## src/rtl/ring_sequencer.sv

```systemverilog
// ring_sequencer
// Cadence controller for the tone generator. Produces the gated enable that
// makes the ringer emit timed tone bursts separated by silent gaps. A caller
// requests N bursts (1..15), or continuous ringing (bursts=0) until stopped.
//
// Ports:
//   clk        in   system clock, rising-edge logic
//   reset_n    in   synchronous active-low reset
//   start      in   begin a sequence (only honoured in IDLE)
//   stop       in   abort the current sequence (priority over start)
//   bursts     in   burst count latched on an accepted start, 0 = continuous
//   ring_on    out  connects to the ringer's on input, high during bursts
//   busy       out  high while a sequence is active (ON or OFF)
//   remaining  out  bursts left including the current one, 0 when continuous/IDLE
//   done       out  one-cycle pulse on natural completion of a counted sequence
module ring_sequencer #(
    parameter int ON_CYCLES  = 10_000_000,
    parameter int OFF_CYCLES = 15_000_000
) (
    input  logic       clk,
    input  logic       reset_n,
    input  logic       start,
    input  logic       stop,
    input  logic [3:0] bursts,
    output logic       ring_on,
    output logic       busy,
    output logic [3:0] remaining,
    output logic       done
);

    localparam int MAX_CYCLES = (ON_CYCLES > OFF_CYCLES) ? ON_CYCLES : OFF_CYCLES;
    localparam int CNT_W      = (MAX_CYCLES > 1) ? $clog2(MAX_CYCLES) : 1;

    localparam logic [CNT_W-1:0] ON_LAST  = CNT_W'(ON_CYCLES - 1);
    localparam logic [CNT_W-1:0] OFF_LAST = CNT_W'(OFF_CYCLES - 1);

    localparam logic [1:0] S_IDLE = 2'd0;
    localparam logic [1:0] S_ON   = 2'd1;
    localparam logic [1:0] S_OFF  = 2'd2;

    logic [1:0]       state_q, state_d;
    logic [CNT_W-1:0] cnt_q, cnt_d;
    logic [3:0]       rem_q, rem_d;
    logic             cont_q, cont_d;
    logic             ring_on_q, ring_on_d;
    logic             busy_q, busy_d;
    logic             done_q, done_d;

    always_comb begin
        state_d = state_q;
        cnt_d   = cnt_q + CNT_W'(1);
        rem_d   = rem_q;
        cont_d  = cont_q;
        done_d  = 1'b0;

        case (state_q)
            S_IDLE: begin
                cnt_d = '0;
                if (start && !stop) begin
                    state_d = S_ON;
                    rem_d   = bursts;
                    cont_d  = (bursts == 4'd0);
                end
            end
            S_ON: begin
                if (cnt_q == ON_LAST) begin
                    cnt_d = '0;
                    if (cont_q) begin
                        state_d = S_OFF;
                    end else if (rem_q > 4'd1) begin
                        state_d = S_OFF;
                        rem_d   = rem_q - 4'd1;
                    end else begin
                        // Last burst ends straight into IDLE: no trailing gap.
                        state_d = S_IDLE;
                        rem_d   = 4'd0;
                        cont_d  = 1'b0;
                        done_d  = 1'b1;
                    end
                end
            end
            S_OFF: begin
                if (cnt_q == OFF_LAST) begin
                    cnt_d   = '0;
                    state_d = S_ON;
                end
            end
            default: begin
                state_d = S_IDLE;
                cnt_d   = '0;
                rem_d   = 4'd0;
                cont_d  = 1'b0;
            end
        endcase

        // Abort wins over everything, including a same-cycle terminal count,
        // so a stopped sequence never reports done.
        if (stop && (state_q != S_IDLE)) begin
            state_d = S_IDLE;
            cnt_d   = '0;
            rem_d   = 4'd0;
            cont_d  = 1'b0;
            done_d  = 1'b0;
        end

        // Outputs are registered from the next state so they line up with it.
        ring_on_d = (state_d == S_ON);
        busy_d    = (state_d != S_IDLE);
    end

    always_ff @(posedge clk) begin
        if (!reset_n) begin
            state_q   <= S_IDLE;
            cnt_q     <= '0;
            rem_q     <= 4'd0;
            cont_q    <= 1'b0;
            ring_on_q <= 1'b0;
            busy_q    <= 1'b0;
            done_q    <= 1'b0;
        end else begin
            state_q   <= state_d;
            cnt_q     <= cnt_d;
            rem_q     <= rem_d;
            cont_q    <= cont_d;
            ring_on_q <= ring_on_d;
            busy_q    <= busy_d;
            done_q    <= done_d;
        end
    end

    assign ring_on   = ring_on_q;
    assign busy      = busy_q;
    assign remaining = rem_q;
    assign done      = done_q;

endmodule

```

## config.mk

```make
export PLATFORM = sky130hd
export DESIGN_NAME = ring_sequencer
export DESIGN_NICKNAME = d
export VERILOG_FILES = /design/src/rtl/ring_sequencer.sv
export SDC_FILE = /design/constraint.sdc
export NUM_CORES = 1
export LEC_CHECK = 0
export BUFFER_PORTS_ARGS = -buffer_cell sky130_fd_sc_hd__buf_2
export CAP_MARGIN = 25
export CELL_PAD_IN_SITES_DETAIL_PLACEMENT = 1
export CELL_PAD_IN_SITES_GLOBAL_PLACEMENT = 2
export CORE_MARGIN = 5
export CORE_UTILIZATION = 38
export CTS_CLUSTER_DIAMETER = 40
export DETAILED_ROUTE_END_ITERATION = 12
export PLACE_DENSITY_LB_ADDON = 0.1
export SLEW_MARGIN = 20
export SYNTH_ARGS = -nofsm -noshare
export SYNTH_HDL_FRONTEND = slang
export SYNTH_SLANG_ARGS = --single-unit
```

## constraint.sdc

```tcl
create_clock -name clk -period 3.61 [get_ports clk]
set_input_delay 0.361 -clock clk [delete_from_list [all_inputs] [get_ports clk]]
set_output_delay 0.361 -clock clk [all_outputs]
set_load 0.01 [all_outputs]
```

# Word-level counts from Yosys, hierarchy flattened

Index checks and enable logic that the tools add are counted.

Register bits after elaboration: 34
Input port bits: 8
Output and inout bits: 7
Logic and storage cells: 53

$add $sub $neg: 2
Magnitude comparators: 1
Eq/ne operators: 8
Multiplexer cells: 20
Bitwise logic cells: 4
Reductions and logical operators: 11

Operators by type and width:

| cell                                                                  | count |
|---|---|
| 24-bit == test (second input constant)                                | 2 |
| 24-bit 2-to-1 mux                                                     | 2 |
| 24-bit one-hot mux with 2 select lines                                | 1 |
| 24-bit by 1-bit adder with 24-bit output (second input constant)      | 1 |
| 4-bit 2-to-1 mux                                                      | 4 |
| 2-bit 2-to-1 mux                                                      | 6 |
| 4-bit one-hot mux with 3 select lines                                 | 1 |
| 2-bit != test (second input constant)                                 | 3 |
| 2-bit one-hot mux with 3 select lines                                 | 1 |
| 5-bit OR reduction                                                    | 1 |
| 2-bit by 1-bit == test with 1-bit output (second input constant)      | 2 |
| 4-bit by 1-bit > comparator with 1-bit output (second input constant) | 1 |
| 4-bit logical NOT                                                     | 1 |
| 1-bit 2-to-1 mux                                                      | 4 |
| 1-bit inverter                                                        | 4 |
| 4-bit AND reduction                                                   | 1 |
| 2-bit nonzero test                                                    | 2 |
| 4-bit by 1-bit subtractor with 4-bit output (second input constant)   | 1 |
| 1-bit one-hot mux with 3 select lines                                 | 1 |
| 3-bit AND reduction                                                   | 1 |
| 2-bit == test (second input constant)                                 | 1 |
| 1-bit logical AND                                                     | 2 |
| 2-bit logical NOT                                                     | 1 |
| 2-bit OR reduction                                                    | 1 |
| 1-bit logical NOT                                                     | 1 |

# Longest topological paths before layout

Gate-level depths: netlist of run 1.

Depth after elaboration: 7
Depth in mapped cells: 8
Mapped depth without buffers: 8

# Worst setup path after synthesis of run 1

OpenSTA, ideal clock, no wires.

Kind: register to register
Start: register cnt_q[7]
End: register rem_q[2] (netlist: remaining[2])
Library setup time: 0.071 ns
Arrival time: 2.145 ns
Required time: 3.539 ns
Setup slack: 1.395 ns
Cell stages (with the launch flop): 9
Path buffers: 2
Period minus slack after synthesis: 2.215 ns
Cell sequence: dfxtp_1 buf_6 or4b_4 nor4_4 a31oi_1 or3_1 clkbuf_2 or2_0 a21oi_1

Longest elaborated chain between the ends: 3

Ends and longest elaborated chain:

| item                          | line | source |
|---|---|---|
| start, declared               | 42   | `logic [CNT_W-1:0] cnt_q, cnt_d;` |
| start signal, assigned        | 122  | `cnt_q <= cnt_d;` |
| 24-bit == test                | 66   | `if (cnt_q == ON_LAST) begin` |
| 2-bit != test (no line)       | n/a  |  |
| 4-bit AND reduction (no line) | n/a  |  |
| end signal, assigned          | 123  | `rem_q <= rem_d;` |
| end, declared                 | 43   | `logic [3:0] rem_q, rem_d;` |

Every way passes these cells.
A chain may end at the register's enable or synchronous reset.

# Final worst setup path of run 1

Start: register cnt_q[11]
End: register ring_on_q (netlist: ring_on)

Longest elaborated chain between the ends: 5
Elaborated cells on any way between the ends: 7
Those cells by class: eq/ne: 3; mux: 4

Ends and longest elaborated chain:

| item                                         | line   | source |
|---|---|---|
| 24-bit == test (on tied branches)            | 83, 66 |  |
| 2-bit 2-to-1 mux (on tied branches)          | 83, 66 |  |
| 2-bit one-hot mux with 3 select lines (*)    | 56     | `case (state_q)` |
| 2-bit 2-to-1 mux (*)                         | 98     | `if (stop && (state_q != S_IDLE)) begin` |
| 2-bit by 1-bit == test with 1-bit output (*) | 107    | `ring_on_d = (state_d == S_ON);` |
| end signal, assigned                         | 125    | `ring_on_q <= ring_on_d;` |
| end, declared                                | 45     | `logic ring_on_q, ring_on_d;` |

Every way passes the cells marked *; elsewhere a longest branch is shown, timed or not.

==> results of run 1 <==
-- area by class of cell --
cell class	count	area share
clock inverters	1	0.002640
flip-flops and latches	34	0.3591
multi-input cells	152	0.5016
clock buffers	7	0.04554
well taps	52	0.03432
repair buffers	15	0.04092
inverters	8	0.01584
-- worst max-delay path, stage by stage, from the launching register on --
cell and delay (ns):
sky130_fd_sc_hd__dfxtp_1 0.37, sky130_fd_sc_hd__nor4b_1 0.45, sky130_fd_sc_hd__nand2_1 0.09, sky130_fd_sc_hd__nor4_1 0.53, sky130_fd_sc_hd__a221oi_1 0.19, sky130_fd_sc_hd__nor4_1 0.41, sky130_fd_sc_hd__a21boi_0 0.22
-- sequential cells by signal (all words and copies together), names as in the netlist --
name       cells
busy           1
cnt_q         24
cont_q         1
done           1
remaining      4
ring_on        1
state_q        2
-- power by group through the flow --
stage / Sequential, W / Clock (W) / Combinational [W]
6_report: 0.000390 / 0.000289 / 0.0000670
5_1_grt: 0.000391 / 0.000318 / 0.0000753
2_1_floorplan: 0.000400 / 0 / 0.0000424
4_1_cts: 0.000390 / 0.000303 / 0.0000684
3_5_place_dp: 0.000398 / 0 / 0.0000681
3_3_place_gp: 0.000397 / 0 / 0.0000656
-- layer usage --
metal	vias up	global-route usage	wire, um
met1	675	0.1699	1805
li1	720	-	-
met5	-	0	0
met3	5	0.04098	138
met4	0	0.04196	46
met2	19	0.2309	1850
-- cell usage in the layout (no fill, tap or decap), types with 2 or more instances in the layout --
cell / synthesis / layout
sky130_fd_sc_hd__and2_1: 3 / 3
sky130_fd_sc_hd__ha_1: 7 / 7
sky130_fd_sc_hd__nor2b_1: 2 / 2
sky130_fd_sc_hd__dfxtp_1: 34 / 34
sky130_fd_sc_hd__inv_1: 8 / 8
sky130_fd_sc_hd__or3_1: 3 / 3
sky130_fd_sc_hd__nor3b_1: 2 / 2
sky130_fd_sc_hd__clkbuf_8: 0 / 6
sky130_fd_sc_hd__o21ai_0: 3 / 3
sky130_fd_sc_hd__nand2b_1: 3 / 3
sky130_fd_sc_hd__nand2_1: 13 / 13
sky130_fd_sc_hd__xnor2_1: 10 / 10
sky130_fd_sc_hd__nor4_1: 5 / 5
sky130_fd_sc_hd__or4_1: 3 / 3
sky130_fd_sc_hd__nand3_1: 7 / 7
sky130_fd_sc_hd__buf_2: 3 / 14
sky130_fd_sc_hd__nand4_1: 9 / 9
sky130_fd_sc_hd__or2_0: 2 / 2
sky130_fd_sc_hd__nor3_1: 5 / 5
sky130_fd_sc_hd__and2b_1: 2 / 2
sky130_fd_sc_hd__xor2_1: 12 / 12
sky130_fd_sc_hd__a21oi_1: 6 / 6
sky130_fd_sc_hd__nor2_1: 38 / 38
sky130_fd_sc_hd__a211oi_1: 4 / 4
-- cell families (layout without fill, tap and decap cells) --
| kind of cell | Yosys count | count (layout) | synth area share |
|---|---|---|---|
| adder cells (fa/ha/maj) | 7 | 7 | 0.05173 |
| buffers and inverters | 13 | 31 | 0.03621 |
| XOR/XNOR | 22 | 22 | 0.1138 |
| multiplexers | 1 | 1 | 0.005913 |
| AO/OA/AOI/OAI | 20 | 20 | 0.07688 |
| AND/OR/NAND/NOR | 102 | 102 | 0.3134 |
| flip-flops | 34 | 34 | 0.4021 |
-- path summary, 6_finish.rpt --
path	slack, ns	cells past startpoint	endpoint	startpoint
max	1.26	6	ring_on$_SDFF_PN0_	cnt_q[11]$_SDFF_PP0_
min reg2reg	0.45	1	cnt_q[0]$_SDFF_PP0_	cnt_q[0]$_SDFF_PP0_
max reg2reg	1.26	6	ring_on$_SDFF_PN0_	cnt_q[11]$_SDFF_PP0_
min	0.40	4	cont_q$_SDFFE_PP0P_	bursts[2]
-- stage by stage --
stage / utilization / cell area [um2] / hold slack, ns
floorplan: - / 1693 / 0.4175
finish: 0.4384 / 1896 / 0.4010
detailed placement: 0.4172 / 1804 / 0.4425
global route: 0.4384 / 1896 / 0.3947
CTS: 0.4384 / 1896 / 0.3922
global placement: 0.4172 / 1804 / 0.4303
==> results_dict.tcl, run 1 <==
set metrics [dict create \
    drt-vias-per-instance 5.275 \
    clockRootBuffer "sky130_fd_sc_hd__clkbuf_8" \
    drt_pre_antenna_iters 4 \
    ir_drop_uv 191.2 \
    worstPathRequired_ns 3.82 \
    buffer_ports.inserted 14 \
    multi_input_comb_area_um2 950.9 \
    synth_top_area_share 0.4021 \
    cts.htree.levels 2 \
    synthesis.instances 199 \
    nFillCells 529 \
    p_comb_frac 0.090 \
    cp-start-kind "flop" \
    synth_edf_count 0 \
    power.sequential.fraction 0.523 \
    relSlewSlack 0.4995 \
    area_delta_synth_final_pct 11.97 \
    maxCapViolCount 0 \
    remaining_drc_errors 0 \
    number_of_global_route_vias_before_repair 1483 \
    yosys_register_bits 34 \
    path_class "reg -> reg" \
    wire_length_of_the_first_global_routing_pass_um 6727 \
    power.switching_w 0.0001803 \
    num_io_pins 15 \
    internal_power_w 0.0005649 \
    ys_async_sr_fraction 0 \
    start_util 0.3915 \
    drive_gt1_frac 0.1152 \
    detailedRoute.firstIterationViolations 25 \
    yosysWarnings 0 \
    postSynthAreaPerCell_um2 8.507 \
    cts_hold_repair.buffers 0 \
    post_synthesis_instance_area_um2 1693 \
    dp_cells 261 \
    yosysSeqAreaShare 0.4021 \
    yosys.area.top_type "sky130_fd_sc_hd__dfxtp_1" \
    power.clock.fraction 0.387 \
    final-hold-violation-count 0 \
    power.density_nw_per_um2 393.1 \
    tritoncts.num_buffers 5 \
    placement_rows 24 \
    pre_cts_ws_ns 1.270 \
    layout_worst_path_cycle_share 0.6497 \
    final.min_clock_period_ns 2.346 \
    syn_nets 214 \
    clock_sink_count 34 \
    wire_per_inst_um 14.28 \
    vias 1419 \
    replace_congestion 0.7730 \
    grt_antenna_before_repair 0 \
    final.setup_skew_ns 0.004499 \
    final_nets 231 \
    max_freq_ghz 0.4263 \
    fp.dieH_um 76.75 \
    min-delay-path-class "in -> reg" \
    instances_no_fill 269 \
    dp_hpwl_um 2936 \
    timing.critical_path.arrival_ns 2.56 \
    worst-path-max-fanout 6 \
    antenna_cells_inserted 0 \
    cts_tree "built" \
    register_area_um2 680.7 \
    dieArea_um2 5890 \
    setup_viol 0 \
    end_kind "flop" \
    final_antenna_net_count 0 \
    timing_worst_slew_pin_value_ns 0.7444 \
    synth_top_cells_by_count "sky130_fd_sc_hd__nor2_1 (38), sky130_fd_sc_hd__dfxtp_1 (34), sky130_fd_sc_hd__nand2_1 (13), sky130_fd_sc_hd__xor2_1 (12), sky130_fd_sc_hd__xnor2_1 (10)" \
    fin_setup_tns_ns 0 \
    swShare 0.2419 \
    status "finished, final reports clean" \
    maximum_number_of_pins_on_one_net_before_global_route_repair 25 \
    dieWidth_um 76.75 \
    synth_top_flop_cell "sky130_fd_sc_hd__dfxtp_1" \
    leakagePower_nw 0.6695 \
    post-cts-setup-buffer-count 0 \
    post_synth_num_cell_types 38 \
    cts.repair.resized 0 \
    insertion_delay_ns 0.28 \
    post-route-worst-setup-slack_ns 1.265 \
    track_usage 0.1382 \
    rsz0062_at_grt "false" \
    post-synth-top-count-cell "sky130_fd_sc_hd__nor2_1" \
    power.total_w 0.0007452 \
    core_area_um2 4324 \
    biggest_area_contributors_in_the_synthesized_netlist "sky130_fd_sc_hd__dfxtp_1 (40%), sky130_fd_sc_hd__nor2_1 (8.4%), sky130_fd_sc_hd__xor2_1 (6.2%), sky130_fd_sc_hd__ha_1 (5.2%), sky130_fd_sc_hd__xnor2_1 (5.2%)" \
    clk_pin_slew_worst_paths_ns 0.07 \
    clk_path_buf_depth 2 \
    drv_slew 0 \
    route.final.wire_length_um 3841 \
    grt_overflow 0 \
]
(Power assumes the default switching activity.)
==> run 2: changes to the inputs <==
- ABC_AREA: default -> 1
- CORE_UTILIZATION: 38 -> 34
- clock period: 3.61 -> 2.3 ns (I/O delays scaled with it)
==> run 2 against run 1 <==
- routed wire length up 35%
- power rose by 63%
- highest routed layer unchanged
- largest cell class unchanged
- via count up 27%
- clock-buffer cell count is the same
- first-iteration DRC count up 130%
- critical path depth up 2
- sequential power rose by 58%
- hold slack got worse by 0.14 ns
- die area rose by 29%
- clock power grew 58%
- final cell count is 45% higher
==> results_dict.tcl, run 2 <==
set metrics [dict create \
    core_area_um2 5851 \
    yosysSeqAreaShare 0.3348 \
    path_class "reg -> reg" \
    nFillCells 760 \
    final.setup_skew_ns 0.007465 \
    final-hold-violation-count 0 \
    syn_nets 309 \
    number_of_flip_flops_under_the_largest_register_name 24 \
    postSynthAreaPerCell_um2 6.916 \
    synth_top_cells_by_count "sky130_fd_sc_hd__nor2_1 (61), sky130_fd_sc_hd__nand2_1 (57), sky130_fd_sc_hd__inv_1 (41), sky130_fd_sc_hd__dfxtp_1 (34), sky130_fd_sc_hd__nand3_1 (20)" \
    leakagePower_nw 0.8913 \
    min-delay-path-class "in -> reg" \
    synth_top_flop_cell "sky130_fd_sc_hd__dfxtp_1" \
    critPathSlowestCell "sky130_fd_sc_hd__dfxtp_1" \
    vias 1801 \
    maximum_number_of_pins_on_one_net_before_global_route_repair 25 \
    final.min_clock_period_ns 1.881 \
    dieWidth_um 87.33 \
    area_delta_synth_final_pct 11.45 \
    setup_viol 0 \
    drt_pre_antenna_iters 4 \
    cell_breakdown_of_the_critical_path "inv_1, ha_1, inv_1, nand2_1, nand2_1, inv_1, nand3_4, nor2_1" \
    num_io_pins 15 \
    insertion_delay_ns 0.28 \
    ys_async_sr_fraction 0 \
    relSlewSlack 0.7380 \
    route.final.wire_length_um 5177 \
    end_kind "flop" \
    layout_worst_path_cycle_share 0.8180 \
    post-synth-top-count-cell "sky130_fd_sc_hd__nor2_1" \
    replace_congestion 0.7588 \
    final_nets 328 \
    timing.critical_path.arrival_ns 2.09 \
    power.density_nw_per_um2 537.3 \
    clockRootBuffer "sky130_fd_sc_hd__clkbuf_8" \
    max_freq_ghz 0.5315 \
    post-cts-setup-buffer-count 0 \
    dp_hpwl_um 4125 \
    synth_top_area_share 0.3348 \
    cts.repair.resized 0 \
    fin_setup_tns_ns 0 \
    dp_cells 381 \
    cts_tree "built" \
    cts.htree.levels 2 \
    drv_slew 0 \
    drt-vias-per-instance 4.630 \
    worstPathRequired_ns 2.51 \
    biggest_area_contributors_in_the_synthesized_netlist "sky130_fd_sc_hd__dfxtp_1 (33%), sky130_fd_sc_hd__nor2_1 (11%), sky130_fd_sc_hd__nand2_1 (11%), sky130_fd_sc_hd__xor2_1 (8.2%), sky130_fd_sc_hd__inv_1 (7.6%)" \
    remaining_drc_errors 0 \
    post_synth_num_cell_types 24 \
    wire_length_of_the_first_global_routing_pass_um 8963 \
    synth_edf_count 0 \
    final_antenna_net_count 0 \
    most-common-layout-cells "sky130_fd_sc_hd__nor2_1 (61), sky130_fd_sc_hd__nand2_1 (57), sky130_fd_sc_hd__inv_1 (41)" \
    number_of_global_route_vias_before_repair 1871 \
    yosys.area.top_type "sky130_fd_sc_hd__dfxtp_1" \
    grt_antenna_before_repair 0 \
    buffer_ports.inserted 14 \
    ir_drop_uv 272.4 \
    yosys_register_bits 34 \
    wire_per_inst_um 13.31 \
    track_usage 0.1520 \
    status "finished, final reports clean" \
    detailedRoute.firstIterationViolations 57 \
    placement_rows 28 \
    top_register "cnt_q" \
    grt_overflow 0 \
    cp-start-kind "flop" \
    clk_path_buf_depth 2 \
    cp_slowest_stage_delay_ns 0.36 \
    path_delay_family "simple AND/OR/NAND/NOR gates" \
    dieArea_um2 7627 \
    yosysWarnings 0 \
    synthesis.instances 294 \
    rsz0062_at_grt "false" \
    maxCapViolCount 0 \
    drive_gt1_frac 0.1306 \
    timing_worst_slew_pin_value_ns 0.3895 \
    instances_no_fill 389 \
    fp.dieH_um 87.33 \
    cts_hold_repair.buffers 0 \
    antenna_cells_inserted 0 \
    timing.critical_path.mode_cell "sky130_fd_sc_hd__inv_1" \
    clock_sink_count 34 \
    post_synthesis_instance_area_um2 2033 \
    tritoncts.num_buffers 5 \
    clk_pin_slew_worst_paths_ns 0.07 \
    start_util 0.3475 \
    worst-path-max-fanout 24 \
    layout.cells.most_common "sky130_fd_sc_hd__nor2_1" \
    path_buf_inv 3 \
]
run 2: worst paths after layout:
path | startpoint | end | slack (ns) | depth (start not counted)
setup / recovery | state_q[1]$_SDFF_PN0_ | cnt_q[19]$_SDFF_PP0_ | 0.42 | 8
hold / removal | stop | ring_on$_SDFF_PN0_ | 0.26 | 3
setup reg to reg | state_q[1]$_SDFF_PN0_ | cnt_q[19]$_SDFF_PP0_ | 0.42 | 8
hold reg to reg | cnt_q[0]$_SDFF_PP0_ | cnt_q[0]$_SDFF_PP0_ | 0.46 | 1
run 2: area by class of cell:
| class | count | area, um2 | area share |
|---|---|---|---|
| Clock inverter | 1 | 5.005 | 0.002209 |
| Timing Repair Buffer | 14 | 70.07 | 0.03092 |
| Inverter | 42 | 157.7 | 0.06957 |
| Tap cell | 75 | 93.84 | 0.04141 |
| Sequential cell | 34 | 680.7 | 0.3004 |
| Clock buffer | 7 | 86.33 | 0.03810 |
| Multi-Input combinational cell | 216 | 1172 | 0.5174 |
run 2: worst reg2reg max path, cell delays in order (launching register included):
cell and delay [ns]:
sky130_fd_sc_hd__dfxtp_1 0.36, sky130_fd_sc_hd__inv_1 0.11, sky130_fd_sc_hd__ha_1 0.26, sky130_fd_sc_hd__inv_1 0.13, sky130_fd_sc_hd__nand2_1 0.10, sky130_fd_sc_hd__nand2_1 0.07
sky130_fd_sc_hd__inv_1 0.23, sky130_fd_sc_hd__nand3_4 0.32, sky130_fd_sc_hd__nor2_1 0.23
run 2: report_power, final:
part | total (W) | switching [W] | internal [W]
sequential | 0.000617 | 0.0000124 | 0.000604
clock | 0.000458 | 0.000216 | 0.000242
combinational | 0.000143 | 0.0000877 | 0.0000554
run 2: kinds of logic after synthesis:
family                   after synthesis  synth area share
AND/OR/NAND/NOR                      176            0.4055
buffers and inverters                 44           0.08861
AO/OA/AOI/OAI                          9           0.02462
flip-flops                            34            0.3348
adder cells (fa/ha/maj)                7           0.04307
XOR/XNOR                              24            0.1034
run 2: metal layers:
layer  GRT usage  part of all wire  vias to the layer above
met4     0.03766             0.011                        0
li1            -                 -                      953
met5           0                 0                        -
met2      0.2370              0.45                       16
met3     0.03406             0.026                        6
met1      0.2115              0.51                      826
run 2: per-stage QoR:
stage               setup WS (ns)    util  instance area [um2]   power, W  hold WS [ns]
floorplan                  0.7620       -                 2033  0.0007313        0.3995
global placement           0.4273  0.3717                 2175  0.0007766        0.4360
detailed placement         0.3566  0.3717                 2175  0.0007764        0.4490
CTS                        0.3272  0.3873                 2266   0.001241        0.2598
global route               0.1284  0.3873                 2266   0.001298        0.2744
finish                     0.4186  0.3873                 2266   0.001218        0.2646
==> run 3: changes to the inputs <==
- CORE_UTILIZATION: 34 -> 30
- clock period: 2.3 -> 1.7 ns (I/O delays scaled with it)
==> run 3 against run 2 <==
- via count is 3.8% higher
- fmax grew 16%
- clock skew is 0.00091 ns higher
- critical path type unchanged
- global-route usage shrank 1.6 points
- die area up 12%
- first-iteration DRC count grew 25%
- sequential cell count stayed put
- final cell count grew 6.2%
- hold slack got worse by 0.10 ns
==> results_dict.tcl, run 3 (same netlist as run 2, synthesis figures left out) <==
set metrics [dict create \
    layout_worst_path_cycle_share 0.9573 \
    final_nets 348 \
    path_delay_family "simple AND/OR/NAND/NOR gates" \
    status "finished, final reports clean" \
    start_util 0.3043 \
    remaining_drc_errors 0 \
    maxCapViolCount 0 \
    core_area_um2 6681 \
    worstPathRequired_ns 1.89 \
    clk_path_buf_depth 2 \
    number_of_flip_flops_under_the_largest_register_name 24 \
    cts_hold_repair.buffers 0 \
    cell_breakdown_of_the_critical_path "inv_1, nor3_1, nand2_1, nor3_1, buf_4, xor2_1, nor2_1" \
    path_buf_inv 2 \
    setup_viol 0 \
    relSlewSlack 0.7710 \
    timing_worst_slew_pin_value_ns 0.3408 \
    top_register "cnt_q" \
    end_kind "flop" \
    cts_tree "built" \
    track_usage 0.1360 \
    cp-start-kind "flop" \
    instances_no_fill 413 \
    detailed_place.area_um2 2293 \
    route.final.wire_length_um 5768 \
    buffer_ports.inserted 14 \
    path_class "reg -> reg" \
    final.setup_skew_ns 0.008375 \
    dieArea_um2 8524 \
    antenna_cells_inserted 0 \
    timing.hold.worst.start "stop" \
    most-common-layout-cells "sky130_fd_sc_hd__nand2_1 (57), sky130_fd_sc_hd__nor2_1 (57), sky130_fd_sc_hd__inv_1 (39)" \
    wire_per_inst_um 13.97 \
    dp_hpwl_um 4254 \
    dieWidth_um 92.33 \
    regToRegStartpoint "cnt_q[9]$_SDFF_PP0_" \
    rsz0062_at_grt "false" \
    drt-vias-per-instance 4.528 \
    leakagePower_nw 0.9656 \
    area_delta_synth_final_pct 21.66 \
    postLayoutCellArea_um2 2474 \
    clock_sink_count 34 \
    cts.htree.levels 2 \
    wire_length_of_the_first_global_routing_pass_um 9114 \
    clockRootBuffer "sky130_fd_sc_hd__clkbuf_8" \
    num_io_pins 15 \
    timing.critical_path.mode_cell "sky130_fd_sc_hd__nor3_1" \
    worst-path-max-fanout 4 \
    drive_gt1_frac 0.2282 \
    detailedRoute.firstIterationViolations 71 \
    replace_congestion 0.7524 \
    dp_cells 401 \
    ir_drop_uv 249.4 \
    cp_slowest_stage_delay_ns 0.38 \
    beginning_of_the_critical_path "cnt_q[9]$_SDFF_PP0_" \
    drv_slew 0 \
    timing.critical_path.arrival_ns 1.82 \
    fin_setup_tns_ns 0 \
    clk_pin_slew_worst_paths_ns 0.07 \
    max_freq_ghz 0.6145 \
    tritoncts.num_buffers 5 \
    drt_pre_antenna_iters 4 \
    insertion_delay_ns 0.29 \
    critPathSlowestCell "sky130_fd_sc_hd__dfxtp_1" \
    min-delay-path-class "in -> reg" \
    final.min_clock_period_ns 1.627 \
    placement_rows 30 \
    number_of_global_route_vias_before_repair 1873 \
    final-hold-violation-count 0 \
    power.density_nw_per_um2 661.4 \
    final_antenna_net_count 0 \
    grt_overflow 0 \
    vias 1870 \
    fp.dieH_um 92.33 \
    grt_antenna_before_repair 0 \
    maximum_number_of_pins_on_one_net_before_global_route_repair 25 \
]
[run 3: changes by cell type in the layout (fill, tap and decap cells not counted), sizes merged]
cell    before  now
buf         14   31
nand3       25   28
clkinv       1    0
[run 3: final cells by class]
cell class | count | area, um2
fillers | 890 | 4208
multi-input cells | 219 | 1254
flip-flops and latches | 34 | 688.2
repair buffers | 31 | 197.7
inverters | 42 | 157.7
well taps | 80 | 100.1
clock buffers | 7 | 76.32
[run 3: metrics by stage]
step	hold slack [ns]	utilization	worst slack, ns	total power (W)
4_1_cts	0.1614	0.3551	-0.007965	0.001657
5_1_grt	0.2114	0.3702	0.006046	0.001731
6_report	0.1610	0.3702	0.07262	0.001636
3_3_place_gp	0.4397	0.3433	0.006252	0.001063
3_5_place_dp	0.4536	0.3433	-0.007351	0.001065
2_1_floorplan	0.3395	-	0.1620	0.0009894
[run 3: power breakdown]
part           total (W)  switching, W  internal, W
Combinational   0.000222      0.000133    0.0000890
Clock           0.000581      0.000299     0.000282
Sequential      0.000832     0.0000150     0.000818
Total            0.00164      0.000447      0.00119
[run 3: path summary, 6_finish.rpt]
kind	endpoint	slack (ns)	cells past startpoint
worst max-delay path	cnt_q[20]$_SDFF_PP0_	0.07	7
worst min-delay path	ring_on$_SDFF_PN0_	0.16	3
worst max register to register	cnt_q[20]$_SDFF_PP0_	0.07	7
worst min register to register	cnt_q[0]$_SDFF_PP0_	0.46	1
[run 3: layer usage]
layer | track usage | wire (um) | up-vias
met3 | 0.02275 | 98 | 7
met4 | 0.05569 | 80 | 0
met1 | 0.1951 | 3090 | 856
met2 | 0.2006 | 2499 | 9
li1 | - | - | 998
met5 | 0 | 0 | -
[run 3: worst register-to-register path: stages, from the launching register on]
cell and delay [ns]:
sky130_fd_sc_hd__dfxtp_1 0.38, sky130_fd_sc_hd__inv_1 0.12, sky130_fd_sc_hd__nor3_1 0.28, sky130_fd_sc_hd__nand2_1 0.14
sky130_fd_sc_hd__nor3_1 0.25, sky130_fd_sc_hd__buf_4 0.16, sky130_fd_sc_hd__xor2_1 0.14, sky130_fd_sc_hd__nor2_1 0.05
[run 3: repair_timing]
| action | in CTS | in global routing |
|---|---|---|
| pin swaps | 0 | 3 |
| hold endpoints to repair | 0 | 0 |
| gates cloned | 0 | 3 |
| buffers inserted | 0 | 2 |
| endpoints found under the setup margin | 13 | 33 |
| gates resized for setup | 1 | 18 |
